===== config.mk =====
export PLATFORM = sky130hd
export DESIGN_NAME = sim_supervisor
export DESIGN_NICKNAME = d
export VERILOG_FILES = /design/src/rtl/sim_supervisor_pkg.sv /design/src/rtl/sim_supervisor_fifo.sv /design/src/rtl/sim_supervisor.sv
export SDC_FILE = /design/constraint.sdc
export NUM_CORES = 1
export LEC_CHECK = 0
export ABC_AREA = 1
export ABC_CLOCK_PERIOD_IN_PS = 5400
export CAP_MARGIN = 10
export CORE_AREA = 2 2 129 131
export CTS_BUF_LIST = sky130_fd_sc_hd__clkbuf_8
export DETAILED_ROUTE_END_ITERATION = 7
export DIE_AREA = 0 0 131 133
export MAX_ROUTING_LAYER = met4
export PLACE_DENSITY_LB_ADDON = 0.25
export SKIP_CTS_REPAIR_TIMING = 1
export SLEW_MARGIN = 20
export SYNTH_ARGS = -nofsm -noshare
export SYNTH_HDL_FRONTEND = slang
export SYNTH_SLANG_ARGS = --single-unit

===== constraint.sdc =====
create_clock -name clk -period 5.4 [get_ports clk]
set_input_delay 1.08 -clock clk [delete_from_list [all_inputs] [get_ports clk]]
set_output_delay 1.08 -clock clk [all_outputs]
set_load 0.1 [all_outputs]

===== src/rtl/sim_supervisor_pkg.sv =====
// Shared types and helpers for the run supervisor and its console FIFO.
package sim_supervisor_pkg;

    typedef enum logic [1:0] {
        ST_HOLD    = 2'd0,
        ST_RUN     = 2'd1,
        ST_DONE    = 2'd2,
        ST_TIMEOUT = 2'd3
    } sup_state_t;

    // Index width for a counter or pointer over depth values; never below 1 bit.
    function automatic int unsigned clog2_min1(input int unsigned depth);
        int unsigned w;
        if (depth <= 32'd2) w = 32'd1;
        else                w = $unsigned($clog2(depth));
        return w;
    endfunction

endpackage


===== src/rtl/sim_supervisor_fifo.sv =====
// First-word-fall-through synchronous FIFO holding the core's console bytes.
module sup_fifo
    import sim_supervisor_pkg::*;
#(
    parameter int unsigned DATA_W     = 8,
    parameter int unsigned FIFO_DEPTH = 16
) (
    input  logic              clk,
    input  logic              resetn,
    input  logic              wr_en,
    input  logic [DATA_W-1:0] wr_data,
    input  logic              rd_en,
    output logic [DATA_W-1:0] rd_data,
    output logic              rd_valid,
    output logic              full
);

    localparam int unsigned PTR_W = clog2_min1(FIFO_DEPTH);
    localparam int unsigned OCC_W = PTR_W + 1;

    logic [DATA_W-1:0] mem [FIFO_DEPTH];
    logic [PTR_W-1:0]  wr_ptr;
    logic [PTR_W-1:0]  rd_ptr;
    logic [PTR_W-1:0]  rd_ptr_nxt;
    logic [OCC_W-1:0]  occ;
    logic [OCC_W-1:0]  occ_nxt;
    logic              do_wr;
    logic              do_rd;

    // A pop frees a slot, so a full FIFO still accepts a write in the same cycle.
    assign do_rd      = rd_en && rd_valid;
    assign do_wr      = wr_en && (!full || do_rd);
    assign rd_ptr_nxt = do_rd ? rd_ptr + PTR_W'(1) : rd_ptr;

    always_comb begin
        occ_nxt = occ;
        case ({do_wr, do_rd})
            2'b10:   occ_nxt = occ + OCC_W'(1);
            2'b01:   occ_nxt = occ - OCC_W'(1);
            default: occ_nxt = occ;
        endcase
    end

    always_ff @(posedge clk) begin
        if (do_wr) mem[wr_ptr] <= wr_data;
    end

    // Head is pre-fetched into rd_data; bypass when the written slot becomes the head.
    always_ff @(posedge clk or negedge resetn) begin
        if (!resetn) begin
            wr_ptr   <= '0;
            rd_ptr   <= '0;
            occ      <= '0;
            rd_valid <= 1'b0;
            full     <= 1'b0;
            rd_data  <= '0;
        end else begin
            if (do_wr) wr_ptr <= wr_ptr + PTR_W'(1);
            rd_ptr   <= rd_ptr_nxt;
            occ      <= occ_nxt;
            rd_valid <= (occ_nxt != '0);
            full     <= (occ_nxt == OCC_W'(FIFO_DEPTH));
            if (occ_nxt != '0)
                rd_data <= (do_wr && (wr_ptr == rd_ptr_nxt)) ? wr_data : mem[rd_ptr_nxt];
        end
    end

endmodule


===== src/rtl/sim_supervisor.sv =====
// Run supervisor: sequences core reset, counts run cycles, stops on trap or
// timeout, and buffers console output for a host to drain.
module sim_supervisor
    import sim_supervisor_pkg::*;
#(
    parameter int unsigned DATA_W       = 8,
    parameter int unsigned FIFO_DEPTH   = 16,
    parameter int unsigned RESET_CYCLES = 100,
    parameter int unsigned CNT_W        = 32,
    parameter int unsigned MAX_CYCLES   = 0
) (
    input  logic              clk,
    input  logic              resetn,
    output logic              core_resetn,
    input  logic              trap,
    input  logic [DATA_W-1:0] out_byte,
    input  logic              out_byte_en,
    input  logic              restart,
    input  logic              rd_en,
    output logic [DATA_W-1:0] rd_data,
    output logic              rd_valid,
    output logic              overflow,
    output logic              running,
    output logic              done,
    output logic              timeout,
    output logic [CNT_W-1:0]  cycle_count
);

    localparam int unsigned      HOLD_W    = clog2_min1(RESET_CYCLES);
    localparam logic [HOLD_W-1:0] HOLD_LAST = HOLD_W'(RESET_CYCLES - 32'd1);
    localparam logic [CNT_W-1:0]  CNT_LAST  = CNT_W'(MAX_CYCLES - 32'd1);
    localparam logic              TO_EN     = (MAX_CYCLES != 32'd0);

    sup_state_t        state;
    sup_state_t        state_nxt;
    logic [HOLD_W-1:0] hold_cnt;
    logic              wr_req;
    logic              fifo_full;

    assign wr_req = out_byte_en && core_resetn;

    // Next-state decision; trap takes priority over the timeout budget.
    always_comb begin
        state_nxt = state;
        case (state)
            ST_HOLD: begin
                if (hold_cnt == HOLD_LAST) state_nxt = ST_RUN;
            end
            ST_RUN: begin
                if (trap)                                  state_nxt = ST_DONE;
                else if (TO_EN && (cycle_count == CNT_LAST)) state_nxt = ST_TIMEOUT;
            end
            ST_DONE, ST_TIMEOUT: begin
                if (restart) state_nxt = ST_HOLD;
            end
            default: state_nxt = ST_HOLD;
        endcase
    end

    // State, counters and registered status decodes.
    always_ff @(posedge clk or negedge resetn) begin
        if (!resetn) begin
            state       <= ST_HOLD;
            hold_cnt    <= '0;
            cycle_count <= '0;
            core_resetn <= 1'b0;
            running     <= 1'b0;
            done        <= 1'b0;
            timeout     <= 1'b0;
            overflow    <= 1'b0;
        end else begin
            state       <= state_nxt;
            core_resetn <= (state_nxt != ST_HOLD);
            running     <= (state_nxt == ST_RUN);
            done        <= (state_nxt == ST_DONE);
            timeout     <= (state_nxt == ST_TIMEOUT);

            if ((state == ST_HOLD) && (state_nxt == ST_HOLD))
                hold_cnt <= hold_cnt + HOLD_W'(1);
            else
                hold_cnt <= '0;

            // Saturating run counter; cleared only when a restart re-enters HOLD.
            if (state == ST_RUN) begin
                if (cycle_count != '1) cycle_count <= cycle_count + CNT_W'(1);
            end else if (state_nxt == ST_HOLD) begin
                cycle_count <= '0;
            end

            if (wr_req && fifo_full && !(rd_en && rd_valid)) overflow <= 1'b1;
        end
    end

    sup_fifo #(
        .DATA_W     (DATA_W),
        .FIFO_DEPTH (FIFO_DEPTH)
    ) u_fifo (
        .clk      (clk),
        .resetn   (resetn),
        .wr_en    (wr_req),
        .wr_data  (out_byte),
        .rd_en    (rd_en),
        .rd_data  (rd_data),
        .rd_valid (rd_valid),
        .full     (fifo_full)
    );

endmodule

==> impl_metrics.py <==
metrics = {
    "global_routing": {
        "grt_max_degree": 58,
        "grt_pass1_wl_microns": 36100,
        "antenna_found_initial": 0,
        "grt.overflow.total": 0,
        "grtUsageTotal": 0.278,
        "grt_pass1_vias": 6874,
    },
    "routing": {
        "ant_nets": 0,
        "drtIter0Drc": 872,
        "drc": 0,
        "routed-via-count": 7363,
        "viasPerCell": 5.52,
        "drt_first_pass_iters": 8,
        "wl_per_cell_microns": 16.7,
        "drt_wl_total_microns": 22200,
    },
    "clock_network": {
        "cts_inserted_buffers": 17,
        "cts-root-buf": "clkbuf_8",
        "cts_max_level": 4,
        "clk_path_buf_depth": 2,
        "cts.sinks": 197,
        "cts_tree": "done",
        "clkLatencyLatePin_ps": 480,
        "clkTransAtPathRegs_ps": 100,
    },
    "critical_path": {
        "crit_fanout": 10,
        "r2r_start": "u_fifo.rd_valid$_DFF_PN0_",
        "crit_path_start": "rd_en",
        "cp.arrival_ps": 4080,
        "crit_path_end_kind": "flip-flop",
        "critical_path_class": "input pin to flip-flop",
        "cp.required_ps": 5820,
        "start_kind": "input pin",
    },
    "synthesis": {
        "ys_seq_area_frac": 0.569,
        "synth.most_common_cell": "nand2_1",
        "synth-edff-count": 128,
        "synth_top_area_frac": 0.393,
        "ys_warn_count": 0,
        "synth.area.top_cells": "edfxtp_1 39%, dfrtp_1 18%, nand2_1 9.1%, nand3_1 9.0%, inv_1 5.6%",
        "async_flop_share": 0.350,
        "ys_types": 36,
        "synth_nets": 1078,
        "synth_common_cells": "237 x nand2_1, 176 x nand3_1, 147 x inv_1, 128 x edfxtp_1, 69 x dfrtp_1",
        "ys_ff_latch": 197,
        "syn_inst": 1054,
        "netlist_area_sq_um": 9780,
        "synth_top_area_cell": "edfxtp_1",
        "syn-mean-instance-area_sq_um": 9.28,
        "synth-main-ff-cell": "edfxtp_1",
    },
    "place": {
        "place_congestion": 0.937,
        "port-buffer-count": 59,
        "place_area_sq_um": 10400,
        "dp.final_hpwl_microns": 14800,
    },
    "floorplan": {
        "die_w_microns": 131,
        "rows": 47,
        "dieHeight_microns": 133,
        "ios": 60,
        "core_area_sq_um": 16200,
        "initial_core_util": 0.605,
        "die-area_sq_um": 17400,
    },
    "power": {
        "combPwrFrac": 0.414,
        "p_sw_frac": 0.438,
        "irDropWorstVdd_mv": 0.349,
        "clkPwrFrac": 0.191,
        "power.density_nw_per_um2": 426,
        "seqPwrFrac": 0.396,
        "report.power.total_mw": 4.60,
        "intPower_mw": 2.59,
        "p_switching_mw": 2.02,
        "power.leakage_nw": 4.37,
    },
    "sta": {
        "worstMarginPinSlew_ps": 994,
        "rsz0062_at_grt": "false",
        "fin_worst_skew_ps": 14.0,
        "slew_headroom": 0.335,
        "finalCritPeriodShare": 0.677,
        "whs_ps": 468,
        "final_hold_viol_count": 0,
        "tns_ps": 0,
        "maxSlewViolCount": 0,
        "min_period_ps": 3660,
        "setup_viol": 0,
        "max_freq_ghz": 0.273,
    },
    "layout": {
        "finalInstanceArea_sq_um": 10800,
        "nNetsFinal": 1126,
        "final_util": 0.668,
        "drive_gt1_frac": 0.0700,
        "n_antenna_cell": 0,
        "areaGrowthSynthToFinish_pct": 10.5,
    },
    "min_path": {
        "min_from": "hold_cnt[0]$_DFF_PN0_",
        "worstHoldPathType": "flip-flop to flip-flop",
    },
    "run": {
        "cap_violations": 0,
    },
    "outcome": {
        "outcome": "complete, no violations",
    },
}
==> state kept, by name, summed over array words and instances, names as in the netlist <==
name,flops
done,1
u_fifo.rd_valid,1
u_fifo.rd_ptr,4
state,2
u_fifo.rd_data,8
hold_cnt,7
u_fifo.occ,5
u_fifo.full,1
overflow,1
u_fifo.mem,128
u_fifo.wr_ptr,4
core_resetn,1
running,1
cycle_count,32
timeout,1
==> worst max-delay path: stages <==
cell and delay, ps:
clkdlybuf4s50_1 590, nand2_4 140, a21oi_4 290, inv_1 100, ha_1 260, inv_1 110, nand2_1 60, nand2_1 90
ha_1 230, nand2_1 60, o21ai_0 110, or2_0 220, nor2_1 190, nand2_1 110, nor2_2 260, nand2_1 100
nand2_1 80
==> power by group through the flow <==
stage | combinational (mW) | sequential (mW) | clock (mW)
after global routing | 2.09 | 1.84 | 0.943
final | 1.90 | 1.82 | 0.877
after global placement | 1.85 | 1.85 | 0
after floorplan | 1.19 | 2.08 | 0
after detailed placement | 1.89 | 1.85 | 0
after CTS | 1.90 | 1.82 | 0.885
==> cells in the final DEF (no fill, tap or decap), types with 7 or more instances in the layout <==
cell	synthesis	routed
nand3b_1	56	56
ha_1	10	10
o21ai_1	21	21
nand4_1	12	12
nor2_2	8	8
inv_1	147	147
nor2_1	68	68
nor3_1	12	12
dfrtp_1	69	69
inv_2	7	7
clkdlybuf4s50_1	0	58
o21ai_0	10	10
nand3_1	176	176
clkbuf_8	0	17
xor2_1	15	15
edfxtp_1	128	128
nand2_1	237	237
==> routing by layer <==
layer	global-route usage	part of all wire	routed length, microns
met5	-	0	0
met4	0.0715	0.018	395
met3	0.0586	0.076	1690
met2	0.410	0.47	10400
met1	0.398	0.44	9780
==> final cells by class <==
cell class	count	area, sq um
Sequential cell	197	5570
Fill cell	1278	5360
Tap cell	220	275
Inverter	155	582
Multi-Input combinational cell	667	3400
Clock buffer	17	234
Timing Repair Buffer	64	626
Clock inverter	15	124
==> final timing paths <==
kind	end	slack [ps]	depth (start not counted)
setup reg to reg	u_fifo.rd_data[7]$_DFFE_PN0P_	2430	16
setup / recovery	u_fifo.rd_data[7]$_DFFE_PN0P_	1740	17
min in group asynchronous	timeout$_DFF_PN0_	590	1
max in group asynchronous	cycle_count[3]$_DFFE_PN0P_	4050	2
hold / removal	hold_cnt[0]$_DFF_PN0_	470	1
hold reg to reg	hold_cnt[0]$_DFF_PN0_	470	1
==> cells by family after synthesis <==
logic type      share of synthesized area
compound gates                     0.0240
xor+xnor                           0.0188
fa+ha+maj                          0.0128
buf+inv                            0.0842
flops                               0.569
simple gates                        0.291
==> per-stage QoR <==
stage	setup WS, ps	std cells
4_1_cts	1780	1335
2_1_floorplan	2210	1054
5_1_grt	1500	1335
3_5_place_dp	1270	1303
3_3_place_gp	1390	1303
6_report	1740	1335
Note: power is estimated with default switching activity, not from simulation.
